$ cat src/rtl/cm_table_arbiter_pkg.sv
// Shared state encoding and packed-bus helpers for the CM table arbiter.
package cm_arb_pkg;

   typedef enum logic [2:0] {
      IDLE,
      ISSUE,
      WAIT_CM,
      WAIT_TRAIN,
      WAIT_FIN
   } arbState_t;

   // Bit offset of one lane's slice inside a packed per-lane context bus.
   function automatic int laneBase(input int lane, input int width);
      return lane * width;
   endfunction

   // Increment with wrap by comparison, so non-power-of-two lane counts work.
   function automatic int wrapInc(input int value, input int modulus);
      return (value >= modulus - 1) ? 0 : value + 1;
   endfunction

endpackage

$ cat src/rtl/cm_table_arbiter_if.sv
// Lane-side and table-unit-side signal bundle of the CM table arbiter.
interface cm_table_arbiter_if #(
   parameter int N_REQ = 4,
   parameter int CM_TW = 20,
   parameter int CM_DW = 32
);

   logic [N_REQ-1:0]          lu_req;
   logic [N_REQ*CM_TW-1:0]    lu_cxt;
   logic [N_REQ-1:0]          lu_gnt;
   logic [CM_DW-1:0]          cm_out;
   logic [N_REQ-1:0]          cm_valid;
   logic [N_REQ-1:0]          tr_valid;
   logic [N_REQ*CM_TW-1:0]    tr_cxt;
   logic [N_REQ-1:0]          tr_y;
   logic [N_REQ-1:0]          tr_ready;
   logic                      t_init_finish;
   logic [CM_TW-1:0]          t_lu_cxt;
   logic                      t_wr_b;
   logic [CM_DW-1:0]          t_cr_cm;
   logic                      t_crcm_valid;
   logic [CM_TW-1:0]          t_train_cxt;
   logic                      t_y;
   logic                      t_train_valid;
   logic                      t_train_ready;
   logic                      t_train_finish;
   logic                      busy;
   logic [$clog2(N_REQ)-1:0]  owner;
   logic                      err_spurious;

   // The arbiter itself sits on the slave side of the bundle.
   modport slave (
      input  lu_req, lu_cxt, tr_valid, tr_cxt, tr_y, t_init_finish,
             t_cr_cm, t_crcm_valid, t_train_ready, t_train_finish,
      output lu_gnt, cm_out, cm_valid, tr_ready, t_lu_cxt, t_wr_b,
             t_train_cxt, t_y, t_train_valid, busy, owner, err_spurious
   );

   modport master (
      output lu_req, lu_cxt, tr_valid, tr_cxt, tr_y, t_init_finish,
             t_cr_cm, t_crcm_valid, t_train_ready, t_train_finish,
      input  lu_gnt, cm_out, cm_valid, tr_ready, t_lu_cxt, t_wr_b,
             t_train_cxt, t_y, t_train_valid, busy, owner, err_spurious
   );

endinterface

$ cat src/rtl/cm_table_arbiter_rr_pick.sv
// Combinational round-robin priority encoder: first set request at or above
// ptr, wrapping past the top lane back to lane 0.
module rr_pick #(
   parameter int N_REQ = 4
) (
   input  logic [N_REQ-1:0]         req,
   input  logic [$clog2(N_REQ)-1:0] ptr,
   output logic [$clog2(N_REQ)-1:0] idx,
   output logic                     any
);

   localparam int IW = $clog2(N_REQ);

   // Scan upward from ptr; the wrap subtracts N_REQ instead of masking bits.
   always_comb begin
      int            cand;
      logic [IW-1:0] candIdx;
      idx     = '0;
      any     = 1'b0;
      cand    = 0;
      candIdx = '0;
      for (int i = 0; i < N_REQ; i++) begin
         cand = int'(ptr) + i;
         if (cand >= N_REQ) begin
            cand = cand - N_REQ;
         end
         candIdx = IW'(cand);
         if (!any && req[candIdx]) begin
            idx = candIdx;
            any = 1'b1;
         end
      end
   end

endmodule

$ cat src/rtl/cm_table_arbiter.sv
// Round-robin arbiter locking the shared CM lookup/train unit to one lane
// from lookup issue until that lane's train write-back completes.
module cm_table_arbiter
   import cm_arb_pkg::*;
#(
   parameter int N_REQ = 4,
   parameter int CM_TW = 20,
   parameter int CM_DW = 32
) (
   input logic               clk,
   input logic               rst,
   cm_table_arbiter_if.slave bus
);

   localparam int              OW    = $clog2(N_REQ);
   localparam logic [N_REQ-1:0] LANE0 = N_REQ'(1);

   arbState_t        state;
   arbState_t        stateNext;
   logic [OW-1:0]    ownerQ;
   logic [OW-1:0]    rrPtr;
   logic [OW-1:0]    pickIdx;
   logic             pickAny;
   logic             grantNow;
   logic             ownerTrValid;
   logic             trainHandshake;
   logic             trainDone;
   logic             spuriousNow;
   logic [N_REQ-1:0] ownerMask;
   logic [N_REQ-1:0] luGntQ;
   logic [N_REQ-1:0] cmValidQ;
   logic [CM_DW-1:0] cmOutQ;
   logic [CM_TW-1:0] luCxtQ;
   logic             wrBQ;
   logic             errQ;

   rr_pick #(.N_REQ(N_REQ)) picker (
      .req (bus.lu_req),
      .ptr (rrPtr),
      .idx (pickIdx),
      .any (pickAny)
   );

   assign ownerMask      = LANE0 << ownerQ;
   assign ownerTrValid   = bus.tr_valid[ownerQ];
   assign grantNow       = (state == IDLE) && bus.t_init_finish && pickAny;
   assign trainHandshake = (state == WAIT_TRAIN) && ownerTrValid && bus.t_train_ready;
   assign trainDone      = (trainHandshake || (state == WAIT_FIN)) && bus.t_train_finish;

   // Unit responses outside their window, or a non-owner train attempt, are protocol slips.
   assign spuriousNow = (bus.t_crcm_valid && (state != WAIT_CM))
                     || (bus.t_train_finish && (state != WAIT_TRAIN) && (state != WAIT_FIN))
                     || ((state == WAIT_TRAIN) && |(bus.tr_valid & ~ownerMask));

   always_ff @(posedge clk) begin
      if (rst) begin
         state <= IDLE;
      end else begin
         state <= stateNext;
      end
   end

   // A finish arriving together with the train handshake skips WAIT_FIN.
   always_comb begin
      stateNext = state;
      case (state)
         IDLE:       if (grantNow) stateNext = ISSUE;
         ISSUE:      stateNext = WAIT_CM;
         WAIT_CM:    if (bus.t_crcm_valid) stateNext = WAIT_TRAIN;
         WAIT_TRAIN: if (trainHandshake) stateNext = bus.t_train_finish ? IDLE : WAIT_FIN;
         WAIT_FIN:   if (bus.t_train_finish) stateNext = IDLE;
         default:    stateNext = IDLE;
      endcase
   end

   // Registered pulses and captured values; grant, strobe and cm_valid each last one cycle.
   always_ff @(posedge clk) begin
      if (rst) begin
         luGntQ   <= '0;
         wrBQ     <= 1'b0;
         cmValidQ <= '0;
         cmOutQ   <= '0;
         luCxtQ   <= '0;
         ownerQ   <= '0;
         rrPtr    <= '0;
         errQ     <= 1'b0;
      end else begin
         luGntQ   <= grantNow ? (LANE0 << pickIdx) : '0;
         wrBQ     <= (state == ISSUE);
         cmValidQ <= '0;
         if (grantNow) begin
            ownerQ <= pickIdx;
            luCxtQ <= bus.lu_cxt[laneBase(int'(pickIdx), CM_TW) +: CM_TW];
         end
         if ((state == WAIT_CM) && bus.t_crcm_valid) begin
            cmOutQ   <= bus.t_cr_cm;
            cmValidQ <= ownerMask;
         end
         if (trainDone) begin
            rrPtr <= OW'(wrapInc(int'(ownerQ), N_REQ));
         end
         if (spuriousNow) begin
            errQ <= 1'b1;
         end
      end
   end

   // Only the owner's train request reaches the unit, and only while WAIT_TRAIN.
   always_comb begin
      bus.t_train_valid = 1'b0;
      bus.t_train_cxt   = '0;
      bus.t_y           = 1'b0;
      bus.tr_ready      = '0;
      bus.busy          = (state != IDLE);
      if (state == WAIT_TRAIN) begin
         bus.t_train_valid = ownerTrValid;
         bus.t_train_cxt   = bus.tr_cxt[laneBase(int'(ownerQ), CM_TW) +: CM_TW];
         bus.t_y           = bus.tr_y[ownerQ];
         bus.tr_ready      = bus.t_train_ready ? ownerMask : '0;
      end
   end

   assign bus.lu_gnt       = luGntQ;
   assign bus.cm_out       = cmOutQ;
   assign bus.cm_valid     = cmValidQ;
   assign bus.t_lu_cxt     = luCxtQ;
   assign bus.t_wr_b       = wrBQ;
   assign bus.owner        = ownerQ;
   assign bus.err_spurious = errQ;

endmodule
$ cat src/flat_wrapper.sv
// flat-port wrapper written by rule: the top's interface ports become plain ports
module cm_table_arbiter_flat import cm_arb_pkg::*;
#(
   parameter int N_REQ = 4,
   parameter int CM_TW = 20,
   parameter int CM_DW = 32
)
  (clk, rst, bus_lu_req, bus_lu_cxt, bus_tr_valid, bus_tr_cxt, bus_tr_y, bus_t_init_finish, bus_t_cr_cm, bus_t_crcm_valid, bus_t_train_ready, bus_t_train_finish, bus_lu_gnt, bus_cm_out, bus_cm_valid, bus_tr_ready, bus_t_lu_cxt, bus_t_wr_b, bus_t_train_cxt, bus_t_y, bus_t_train_valid, bus_busy, bus_owner, bus_err_spurious);
  cm_table_arbiter_if #(.N_REQ(N_REQ), .CM_TW(CM_TW), .CM_DW(CM_DW)) bus_i ();
  input logic clk;
  input logic rst;
  input wire logic [$bits(bus_i.lu_req)-1:0] bus_lu_req;
  input wire logic [$bits(bus_i.lu_cxt)-1:0] bus_lu_cxt;
  input wire logic [$bits(bus_i.tr_valid)-1:0] bus_tr_valid;
  input wire logic [$bits(bus_i.tr_cxt)-1:0] bus_tr_cxt;
  input wire logic [$bits(bus_i.tr_y)-1:0] bus_tr_y;
  input wire logic [$bits(bus_i.t_init_finish)-1:0] bus_t_init_finish;
  input wire logic [$bits(bus_i.t_cr_cm)-1:0] bus_t_cr_cm;
  input wire logic [$bits(bus_i.t_crcm_valid)-1:0] bus_t_crcm_valid;
  input wire logic [$bits(bus_i.t_train_ready)-1:0] bus_t_train_ready;
  input wire logic [$bits(bus_i.t_train_finish)-1:0] bus_t_train_finish;
  output wire logic [$bits(bus_i.lu_gnt)-1:0] bus_lu_gnt;
  output wire logic [$bits(bus_i.cm_out)-1:0] bus_cm_out;
  output wire logic [$bits(bus_i.cm_valid)-1:0] bus_cm_valid;
  output wire logic [$bits(bus_i.tr_ready)-1:0] bus_tr_ready;
  output wire logic [$bits(bus_i.t_lu_cxt)-1:0] bus_t_lu_cxt;
  output wire logic [$bits(bus_i.t_wr_b)-1:0] bus_t_wr_b;
  output wire logic [$bits(bus_i.t_train_cxt)-1:0] bus_t_train_cxt;
  output wire logic [$bits(bus_i.t_y)-1:0] bus_t_y;
  output wire logic [$bits(bus_i.t_train_valid)-1:0] bus_t_train_valid;
  output wire logic [$bits(bus_i.busy)-1:0] bus_busy;
  output wire logic [$bits(bus_i.owner)-1:0] bus_owner;
  output wire logic [$bits(bus_i.err_spurious)-1:0] bus_err_spurious;
  assign bus_i.lu_req = bus_lu_req;
  assign bus_i.lu_cxt = bus_lu_cxt;
  assign bus_i.tr_valid = bus_tr_valid;
  assign bus_i.tr_cxt = bus_tr_cxt;
  assign bus_i.tr_y = bus_tr_y;
  assign bus_i.t_init_finish = bus_t_init_finish;
  assign bus_i.t_cr_cm = bus_t_cr_cm;
  assign bus_i.t_crcm_valid = bus_t_crcm_valid;
  assign bus_i.t_train_ready = bus_t_train_ready;
  assign bus_i.t_train_finish = bus_t_train_finish;
  assign bus_lu_gnt = bus_i.lu_gnt;
  assign bus_cm_out = bus_i.cm_out;
  assign bus_cm_valid = bus_i.cm_valid;
  assign bus_tr_ready = bus_i.tr_ready;
  assign bus_t_lu_cxt = bus_i.t_lu_cxt;
  assign bus_t_wr_b = bus_i.t_wr_b;
  assign bus_t_train_cxt = bus_i.t_train_cxt;
  assign bus_t_y = bus_i.t_y;
  assign bus_t_train_valid = bus_i.t_train_valid;
  assign bus_busy = bus_i.busy;
  assign bus_owner = bus_i.owner;
  assign bus_err_spurious = bus_i.err_spurious;
  cm_table_arbiter #(.N_REQ(N_REQ), .CM_TW(CM_TW), .CM_DW(CM_DW)) u_core (.clk(clk), .rst(rst), .bus(bus_i));
endmodule
$ cat config.mk
export PLATFORM = sky130hd
export DESIGN_NAME = cm_table_arbiter_flat
export DESIGN_NICKNAME = d
export VERILOG_FILES = /design/src/rtl/cm_table_arbiter_pkg.sv /design/src/rtl/cm_table_arbiter_if.sv /design/src/rtl/cm_table_arbiter_rr_pick.sv /design/src/rtl/cm_table_arbiter.sv /design/src/flat_wrapper.sv
export SDC_FILE = /design/constraint.sdc
export NUM_CORES = 1
export LEC_CHECK = 0
export ABC_AREA = 0
export ABC_CLOCK_PERIOD_IN_PS = 1600
export BUFFER_PORTS_ARGS = -buffer_cell sky130_fd_sc_hd__buf_4
export CAP_MARGIN = 0
export CORE_AREA = 2 2 117 119
export CTS_CLUSTER_DIAMETER = 30
export DETAILED_ROUTE_END_ITERATION = 7
export DIE_AREA = 0 0 119 121
export GPL_ROUTABILITY_DRIVEN = 0
export GPL_TIMING_DRIVEN = 0
export HOLD_SLACK_MARGIN = 0.03
export PLACE_DENSITY_LB_ADDON = 0.08
export SETUP_SLACK_MARGIN = 0.2
export SYNTH_ARGS = -nofsm -noshare
export SYNTH_HDL_FRONTEND = slang
export SYNTH_SLANG_ARGS = --single-unit
$ cat constraint.sdc
create_clock -name clk -period 1.6 [get_ports clk]
set_input_delay 0.24 -clock clk [delete_from_list [all_inputs] [get_ports clk]]
set_output_delay 0.24 -clock clk [all_outputs]
set_load 0.01 [all_outputs]
Word-level counts from Yosys, hierarchy flattened
Cells that the tools add are included.

cells by class
  add/sub/neg operators = 8
  multiply operators = 2
  divide/modulo/power cells = 0
  magnitude comparators = 10
  equal/unequal tests = 11
  shift operators = 4
  muxes and demuxes = 36
  bitwise gates (word level) = 4
  reductions and logical operators = 25

operator list
  cell                   number
  $shiftx A80 B32 Y20    2
  $mux W20               1
  $mux W2                9
  $lt A2 B3 Y1 const B   5
  $mux W3                5
  $pmux W3 S5            1
  $logic_and A1 B1 Y1    13
  $bmux W1 S2            6
  $mux W1                12
  $mul A2 B3 Y5 const B  2
  $ge A3 B3 Y1 const B   3
  $mux W4                2
  $shl A1 B2 Y4 const A  2
  $sub A2 B1 Y2 const B  4
  $add A2 B2 Y3 const B  2
  $eq A3 B2 Y1 const B   2
  $ne A3 B2 Y1 const B   2
  $and A4 B4 Y4          1
  $ne A2 B1 Y1 const B   2
  $ne A2 B2 Y1 const B   2
  $not A4 Y4             1
  $reduce_and A4 Y1      1
  $reduce_or A2 Y1       2
  $reduce_or A4 Y1       1
  12 further kinds       17

storage, ports and cells
  bits in registers = 69
  bits in latches = 0
  RAM bits = 0
  memory bits (read-only) = 0
  bits of input ports = 210
  output and inout bits = 91
  memories kept = 0

Longest topological paths before layout
Gate-level depths: netlist of the first run.

  depth in word-level cells = 17
  mapped depth = 9

Modules after synthesis
Synthesis of the first run repeated with hierarchy kept, for this count alone.

second synthesis, totals
  cell total of the unflattened synthesis = 413
  area total of the unflattened synthesis = 3,843.7 um2

by module, submodules not included
  module            instances  cells an instance  area an instance (um2)  seq. area each (um2)
  cm_table_arbiter  1          398                3,766.1                 1,381.3
  rr_pick           1          15                 77.6                    0.0

Least setup slack after synthesis of the first run
OpenSTA, ideal clock, no wires.

  path type = reg-to-reg
  start = register u_core.ownerQ[0] (netlist: u_core.bus.owner[0])
  end = register u_core.rrPtr[1]
  setup time = 0.128 ns
  arrival = 1.744 ns
  data required time = 1.472 ns
  setup slack = -0.271 ns
  stages on the path, launching flop included = 7
  clock period less this slack = 1.871 ns
  cells stage by stage = dfxtp_1 > buf_4 > mux4_2 > and2_1 > a31oi_4 > mux2i_1 > nor2_1

between the ends
  cells in the longest elaborated chain, start to end = 6
  elaborated cells between the ends (all ways) = 9

ends and longest elaborated chain
  what                               RTL line                 source
  from (decl)                        cm_table_arbiter.sv:20   logic [OW-1:0] ownerQ;
  from (signal assigned)             cm_table_arbiter.sv:92   ownerQ <= pickIdx;
  $bmux W1 S2                        cm_table_arbiter.sv:45   assign ownerTrValid = bus.tr_valid[ownerQ];
  $mux W1 (implied by the code)      cm_table_arbiter.sv:45
  $logic_and A1 B1 Y1 (2 in series)  cm_table_arbiter.sv:47   assign trainHandshake = (state == WAIT_TRAIN) && ownerTrValid && bus.t_train_ready;
  $logic_or A1 B1 Y1                 cm_table_arbiter.sv:48   assign trainDone = (trainHandshake || (state == WAIT_FIN)) && bus.t_train_finish;
  $logic_and A1 B1 Y1                cm_table_arbiter.sv:48
  to (signal assigned)               cm_table_arbiter.sv:100  rrPtr <= OW'(wrapInc(int'(ownerQ), N_REQ));
  to (decl)                          cm_table_arbiter.sv:21   logic [OW-1:0] rrPtr;

Several ways; a longest one is shown, not always the timed one. The select of a mux whose other input is x is not followed.
A chain may end at the register's enable or synchronous reset.

Worst setup path in the final report of the first run
  start = register u_core.ownerQ[0] (netlist: u_core.bus.owner[0])
  end = output bus_t_train_cxt[3]

between the ends
  cells in the longest elaborated chain, start to end = 3

ends and longest elaborated chain
  what                 RTL line                    source
  $mul A2 B3 Y5        cm_table_arbiter_pkg.sv:14  return lane * width;
  $shiftx A80 B32 Y20  cm_table_arbiter.sv:117     bus.t_train_cxt = bus.tr_cxt[laneBase(int'(ownerQ), CM_TW) +: CM_TW];
  $mux W20             cm_table_arbiter.sv:115     if (state == WAIT_TRAIN) begin
  to (decl)            flat_wrapper.sv:28          output wire logic [$bits(bus_i.t_train_cxt)-1:0] bus_t_train_cxt;

No other way between the ends.

==> results.txt, run 1 <==
Initial core utilization: 0.297
Run status: finished with violations
Worst path setup slack after routing: -0.438 ns
Highest attainable clock frequency: 491 MHz
Number of clock buffers inserted by TritonCTS: 9
Number of buffer and inverter stages on the critical path: 4
VDD IR-drop max: 0.000748 V
Reg2Reg Setup Slack: -0.35 ns
Final worst path period share: 1.27
Post-DP HPWL: 11600 um
Synth Area per Inst: 9.75 sq um
Cell type with the highest occurrence count on the critical path: buf_6
Ys async rst share: 0
Maximum fanout encountered on the critical timing path: 5
Fin Setup TNS: -16.14 ns
Total area of sequential cells: 1390 sq um
Seq cells post-synth: 69
# IOs: 301
Share of cells above drive strength 1: 0.760
First-pass GRT wire length: 24500 um
Net switching share of the total power: 0.265
Internal power: 4.23 mW
Cell area after synthesis: 3890 sq um
Max cap viols: 0
Part of the power in combinational logic: 0.301
Sequential cell fraction of total power: 0.325
Number of standard cells in the layout, taps in and fillers out: 950
Delay of the slowest cell on the worst path: 0.49 ns
Relative slew slack: 0.530
Highest-delay cell along the critical path: mux4_2
CTS tree: done
Class of the tightest hold or removal check: in -> reg
Fraction of met3 tracks used by global routing: 0.0766
Core outline area: 13100 sq um
Area growth syn-to-layout: 118%
Post-route antenna net violation count: 0
Die Ht: 121 um
Total vias in the final route: 4565
Drt first-iter violations: 107
Peak-usage layer in the global routing report: met2
Critical path arrival: 1.80 ns
Clock input transition at the sequential cells of the worst setup and hold paths: 0.06 ns
RSZ-0062 raised after global routing: true
Category of the worst setup path launch point: register
Number of antenna violations at the first check in global routing: 0
Slew at the pin with the worst max-slew slack: 0.705 ns
Syn Inst Count: 399
Number of hold violations in the final report: 0
Clk_skew: 0.00803 ns
Number of different library cells in the post-synthesis netlist: 38
Required @ worst endpoint: 1.36 ns
Die outline area: 14400 sq um
Die width: 119 um
Maximum count of clock buffers along a single path: 2
Clock sinks: 69
Hold Crit Depth: 2
Final core occ: 0.647
Root cell of the clock tree: clkbuf_16
Instance count on the critical path: 6
Instance count after placement with tap cells included: 875
Leakage power figure: 3.78 nW
Routed length per instance: 17.0 um
TritonRoute pass-1 iters: 4
Final max-slew violation count: 0
Detailed-route wire length: 16200 um
Antenna Diode Count: 0
Nets in the synthesized netlist: 613
Power density cells: 680 nW/um^2
Number of enable flip-flop cells after synthesis: 0
Critical-path cell list: buf_8 > buf_6 > buf_12 > mux4_2 > and2_4 > buf_6
Clock latency reported for the late side of the worst-skew pair: 0.33 ns
Number of remaining DRC errors: 0
Clk network pwr share: 0.374
Sequential element share of the synthesized area: 0.355
Final Critical Period: 2.04 ns
Number of placement rows: 42
Met2 global-route usage: 0.407
Sw power: 1.52 mW
Remaining global-route overflow: 0
IO buf count: 300
CTS H-tree depth: 3
Violations in the final reports: negative setup slack
Post-synth top flop: dfxtp_1
Area used by multi-input combinational logic: 2950 sq um
Total track usage: 0.217
Kind of cell adding the most delay to the critical path: multiplexers
Cell count of the worst reg-to-reg path: 8
Via count of the first global-routing pass: 4710
Maximum number of pins on one net before global-route repair: 14
Warnings, synthesis: 0
Worst setup EP type: primary output
Number of hold buffers added after cts: 0
Number of inserted filler cells in the final layout: 1047
Via density per instance: 4.81
Final layout net count: 983
Setup CP Type: reg -> out
Hold Worst Slack: 0.121 ns
# setup viols final: 55
Met1 demand-to-capacity share in global routing: 0.228
-- metrics by stage --
| step | worst slack [ns] | area, sq um | power [mW] |
|---|---|---|---|
| 2_1_floorplan | -0.118 | 4040 | 2.48 |
| 6_report | -0.438 | 8470 | 5.76 |
| 3_5_place_dp | -0.529 | 6510 | 3.16 |
| 5_1_grt | -0.498 | 8470 | 6.02 |
| 3_3_place_gp | -0.509 | 6510 | 3.14 |
| 4_1_cts | -0.442 | 8070 | 5.68 |
-- path summary, 6_finish.rpt --
| path | end | start |
|---|---|---|
| worst max-delay path | bus_t_train_cxt[3] | u_core.bus.owner[0]$_SDFFE_PP0P_ |
| worst min-delay path | u_core.state[2]$_SDFFE_PP0P_ | bus_t_train_finish |
| worst max register to register | u_core.rrPtr[1]$_SDFFE_PP0P_ | u_core.bus.owner[0]$_SDFFE_PP0P_ |
| worst min register to register | u_core.bus.cm_out[5]$_SDFFE_PP0P_ | u_core.bus.cm_out[5]$_SDFFE_PP0P_ |
-- metal layers --
layer | wire [um] | up-vias
met1 | 5690 | 2186
met4 | 213 | 0
met2 | 8860 | 176
li1 | - | 2189
met5 | 0 | -
met3 | 1400 | 14
-- layout make-up --
class | instances | share of cell area
timing repair buffer | 359 | 0.363
multi-input combinational | 289 | 0.349
buffer | 34 | 0.0554
sequential | 69 | 0.165
clock buffer | 9 | 0.0266
tap | 176 | 0.0260
inverter | 7 | 0.00458
clock inverter | 7 | 0.0117
-- power by group through the flow --
| stage | clock network [mW] | registers, mW | logic (mW) |
|---|---|---|---|
| 2_1_floorplan | 0 | 1.94 | 0.542 |
| 3_3_place_gp | 0 | 1.89 | 1.25 |
| 3_5_place_dp | 0 | 1.90 | 1.27 |
| 4_1_cts | 2.19 | 1.86 | 1.62 |
| 5_1_grt | 2.29 | 1.88 | 1.85 |
| 6_report | 2.16 | 1.87 | 1.73 |
-- cells in the final DEF (no fill, tap or decap), types with 5 or more instances in the layout --
| cell type | n |
|---|---|
| buf_4 | 293 |
| dfxtp_1 | 63 |
| buf_6 | 60 |
| mux2i_1 | 41 |
| nand2_1 | 38 |
| nand2_4 | 31 |
| a21oi_2 | 29 |
| and2_4 | 23 |
| mux4_2 | 22 |
| nand2_2 | 18 |
| o221ai_2 | 18 |
| clkbuf_16 | 16 |
| buf_8 | 11 |
| buf_12 | 9 |
| nor2_1 | 9 |
| a21oi_1 | 8 |
| nor2_4 | 5 |
-- synthesized netlist by cell type (all sizes together) (4+ instances only) --
| cell type | number | share of area |
|---|---|---|
| nor3 | 5 | 0.0077 |
| a21oi | 37 | 0.048 |
| buf | 18 | 0.040 |
| mux2i | 44 | 0.11 |
| and2 | 25 | 0.040 |
| and3 | 5 | 0.0084 |
| ha | 4 | 0.013 |
| dfxtp | 69 | 0.36 |
| nand2 | 87 | 0.084 |
| o221ai | 21 | 0.076 |
| clkbuf | 16 | 0.015 |
| mux4 | 22 | 0.13 |
| nor2 | 14 | 0.014 |
| inv | 7 | 0.0068 |
-- kinds of logic (layout without fill, tap and decap cells) --
| kind of cell | count (synthesis) | after routing | synth area share |
|---|---|---|---|
| AOI/OAI and AO/OA | 69 | 69 | 0.148 |
| adders and majority gates | 4 | 4 | 0.0129 |
| buffers and inverters | 41 | 416 | 0.0618 |
| DFF | 69 | 69 | 0.355 |
| muxes | 66 | 66 | 0.241 |
| and+or+nand+nor | 150 | 150 | 0.182 |
-- sequential cells by signal, indices dropped and copies added, names as in the netlist --
signal and cells:
u_core.bus.lu_gnt 4, u_core.bus.cm_valid 4, u_core.bus.t_wr_b 1, u_core.bus.owner 2, u_core.state 3, u_core.bus.cm_out 32
u_core.bus.err_spurious 1, u_core.bus.t_lu_cxt 20, u_core.rrPtr 2
-- worst reg2reg max path: stages (launching register included) --
cell and delay [ns]:
dfxtp_4 0.35, buf_8 0.12, buf_12 0.11, mux4_2 0.52, buf_6 0.14, and2_4 0.14, a31oi_4 0.17, mux2i_1 0.20
nor2_1 0.05
-- repair_timing --
item                                    CTS  global route
setup buffers                            41             8
pin swaps                                35            29
endpoints found under the setup margin   91            95
endpoints found under the hold margin     0             0
gates cloned                              9             1
resized for setup                       191            78
Note: power is estimated with default switching activity, not from simulation.
==> run 2, diff against run 1 <==
SETUP_SLACK_MARGIN = 0.5   (was 0.2)
==> results.txt, run 2 (synthesis results as in run 1) <==
Highest-count cells in the layout ignoring fill and taps: buf_4 (290), dfxtp_1 (62), buf_6 (57) (was buf_4 (293), dfxtp_1 (63), buf_6 (60))
Post-DP HPWL: 11500 um (was 11600 um)
Number of placement rows: 42 (unchanged)
Die Ht: 121 um (unchanged)
Final total power: 5.34 mW (was 5.76 mW)
IO buf count: 300 (unchanged)
Number of clock buffers inserted by TritonCTS: 9 (unchanged)
Hold Crit Depth: 2 (unchanged)
Detailed-route wire length: 15900 um (was 16200 um)
Drt first-iter violations: 108 (was 107)
Maximum number of pins on one net before global-route repair: 12 (was 14)
Highest-delay cell along the critical path: mux4_2 (unchanged)
Number of remaining DRC errors: 0 (unchanged)
Antenna Diode Count: 0 (unchanged)
Clock input transition at the sequential cells of the worst setup and hold paths: 0.05 ns (was 0.06 ns)
First-pass GRT wire length: 23700 um (was 24500 um)
Final layout net count: 974 (was 983)
Final max-slew violation count: 0 (unchanged)
Number of antenna violations at the first check in global routing: 0 (unchanged)
Max cap viols: 0 (unchanged)
Violations in the final reports: negative setup slack (unchanged)
Worst setup EP type: primary output (unchanged)
VDD IR-drop max: 0.000559 V (was 0.000748 V)
Cell type with the highest occurrence count on the critical path: buf_6 (unchanged)
Met2 global-route usage: 0.383 (was 0.407)
Via density per instance: 4.77 (was 4.81)
Met1 demand-to-capacity share in global routing: 0.232 (was 0.228)
Clock sinks: 69 (unchanged)
Fraction of met3 tracks used by global routing: 0.0597 (was 0.0766)
Power density cells: 657 nW/um^2 (was 680 nW/um^2)
Worst path setup slack after routing: -0.418 ns (was -0.438 ns)
Max reg flops: 32 (unchanged)
Critical path arrival: 1.78 ns (was 1.80 ns)
CTS H-tree depth: 3 (unchanged)
Delay of the slowest cell on the worst path: 0.48 ns (was 0.49 ns)
Core outline area: 13100 sq um (unchanged)
Placement Setup Slack: -0.549 ns (was -0.529 ns)
Clock latency reported for the late side of the worst-skew pair: 0.33 ns (about the same)
Instance count on the critical path: 6 (unchanged)
Post-route cell area: 8130 sq um (was 8470 sq um)
Kind of cell adding the most delay to the critical path: multiplexers (unchanged)
RSZ-0062 raised after global routing: true (unchanged)
Highest attainable clock frequency: 496 MHz (was 491 MHz)
Total track usage: 0.208 (was 0.217)
CTS tree: done (unchanged)
Commonest non-fill, non-tap cell in the layout: buf_4 (unchanged)
Root cell of the clock tree: clkbuf_16 (unchanged)
# setup viols final: 56 (was 55)
Leakage power figure: 3.61 nW (was 3.78 nW)
Placed Instance Area: 6570 sq um (was 6510 sq um)
Critical-path cell list: buf_8 > buf_6 > buf_6 > mux4_2 > and2_4 > buf_6 (was buf_8 > buf_6 > buf_12 > mux4_2 > and2_4 > buf_6)
Final worst path period share: 1.26 (was 1.27)
Die outline area: 14400 sq um (unchanged)
Remaining global-route overflow: 0 (unchanged)
Share of cells above drive strength 1: 0.758 (was 0.760)
Relative slew slack: 0.511 (was 0.530)
Category of the worst setup path launch point: register (unchanged)
Number of hold violations in the final report: 0 (unchanged)
Die width: 119 um (unchanged)
Initial core utilization: 0.297 (unchanged)
Class of the tightest hold or removal check: in -> reg (unchanged)
Cell count of the worst reg-to-reg path: 8 (unchanged)
Maximum fanout encountered on the critical timing path: 5 (unchanged)
Routed length per instance: 16.9 um (was 17.0 um)
Via count of the first global-routing pass: 4585 (was 4710)
Final core occ: 0.621 (was 0.647)
Slew at the pin with the worst max-slew slack: 0.733 ns (was 0.705 ns)
Total vias in the final route: 4486 (was 4565)
# IOs: 301 (unchanged)
Run status: finished with violations (unchanged)
Final Critical Period: 2.02 ns (was 2.04 ns)
TritonRoute pass-1 iters: 4 (unchanged)
Clk_skew: 0.00981 ns (was 0.00803 ns)
Number of buffer and inverter stages on the critical path: 4 (unchanged)
Required @ worst endpoint: 1.36 ns (about the same)
Setup CP Type: reg -> out (unchanged)
Area growth syn-to-layout: 109% (was 118%)
Maximum count of clock buffers along a single path: 2 (unchanged)
Peak-usage layer in the global routing report: met2 (unchanged)
Post-route antenna net violation count: 0 (unchanged)
==> run 2: cell types whose count changed in the layout (fill, tap and decap cells not counted), moves of 3 or more <==
cell	previous run	this run
nand2_4	31	12
nand2_2	18	30
nand2_1	38	45
clkbuf_8	2	6
mux2i_2	0	4
a21oi_1	8	5
a21oi_2	29	32
buf_12	9	6
buf_4	293	290
buf_6	60	57
clkbuf_16	16	13
mux2i_4	3	0
==> run 2: worst paths after layout <==
kind                                      start                            endpoint  slack, ns
min                          bus_t_train_finish        u_core.state[2]$_SDFFE_PP0P_       0.12
max reg2reg    u_core.bus.owner[0]$_SDFFE_PP0P_        u_core.rrPtr[1]$_SDFFE_PP0P_      -0.36
max            u_core.bus.owner[0]$_SDFFE_PP0P_                  bus_t_train_cxt[0]      -0.42
min reg2reg  u_core.bus.cm_out[20]$_SDFFE_PP0P_  u_core.bus.cm_out[20]$_SDFFE_PP0P_       0.46
==> run 2: per-layer routing <==
layer / part of all wire / vias to the layer above / wire length (um)
li1: - / 2148 / -
met5: 0 / - / 0
met1: 0.37 / 2153 / 5930
met2: 0.54 / 171 / 8610
met4: 0.013 / 0 / 213
met3: 0.072 / 14 / 1140
==> run 2: report_power, final <==
group          switching (mW)  internal (mW)  leakage (nW)
logic                   0.655          0.998          2.91
registers              0.0525           1.81         0.565
clock network           0.741           1.08         0.132
total                    1.45           3.89          3.61
==> run 2: area by class of cell <==
| cell class | count | area (sq um) |
|---|---|---|
| fill | 1101 | 4960 |
| inverter | 7 | 38.8 |
| timing repair buffer | 350 | 2960 |
| clock buffer | 11 | 243 |
| clock inverter | 4 | 23.8 |
| sequential | 69 | 1400 |
| tap | 176 | 220 |
| multi-input combinational | 289 | 2820 |
| buffer | 34 | 428 |
==> run 2: timing repair <==
action / CTS / global route
pin swaps: 33 / 20
buffers inserted: 29 / 11
hold endpoints to repair: 0 / 0
gates cloned: 7 / 3
endpoints found under the setup margin: 96 / 98
gates resized for setup: 165 / 59
hold buffers: 0 / 0
==> run 2: stage by stage <==
stage | instances | setup TNS (ns) | hold slack (ns)
floorplan | 399 | -2.39 | 0.317
global placement | 875 | -17.52 | 0.443
detailed placement | 875 | -17.69 | 0.451
global route | 940 | -18.59 | 0.118
finish | 940 | -14.76 | 0.120
CTS | 926 | -15.78 | 0.106
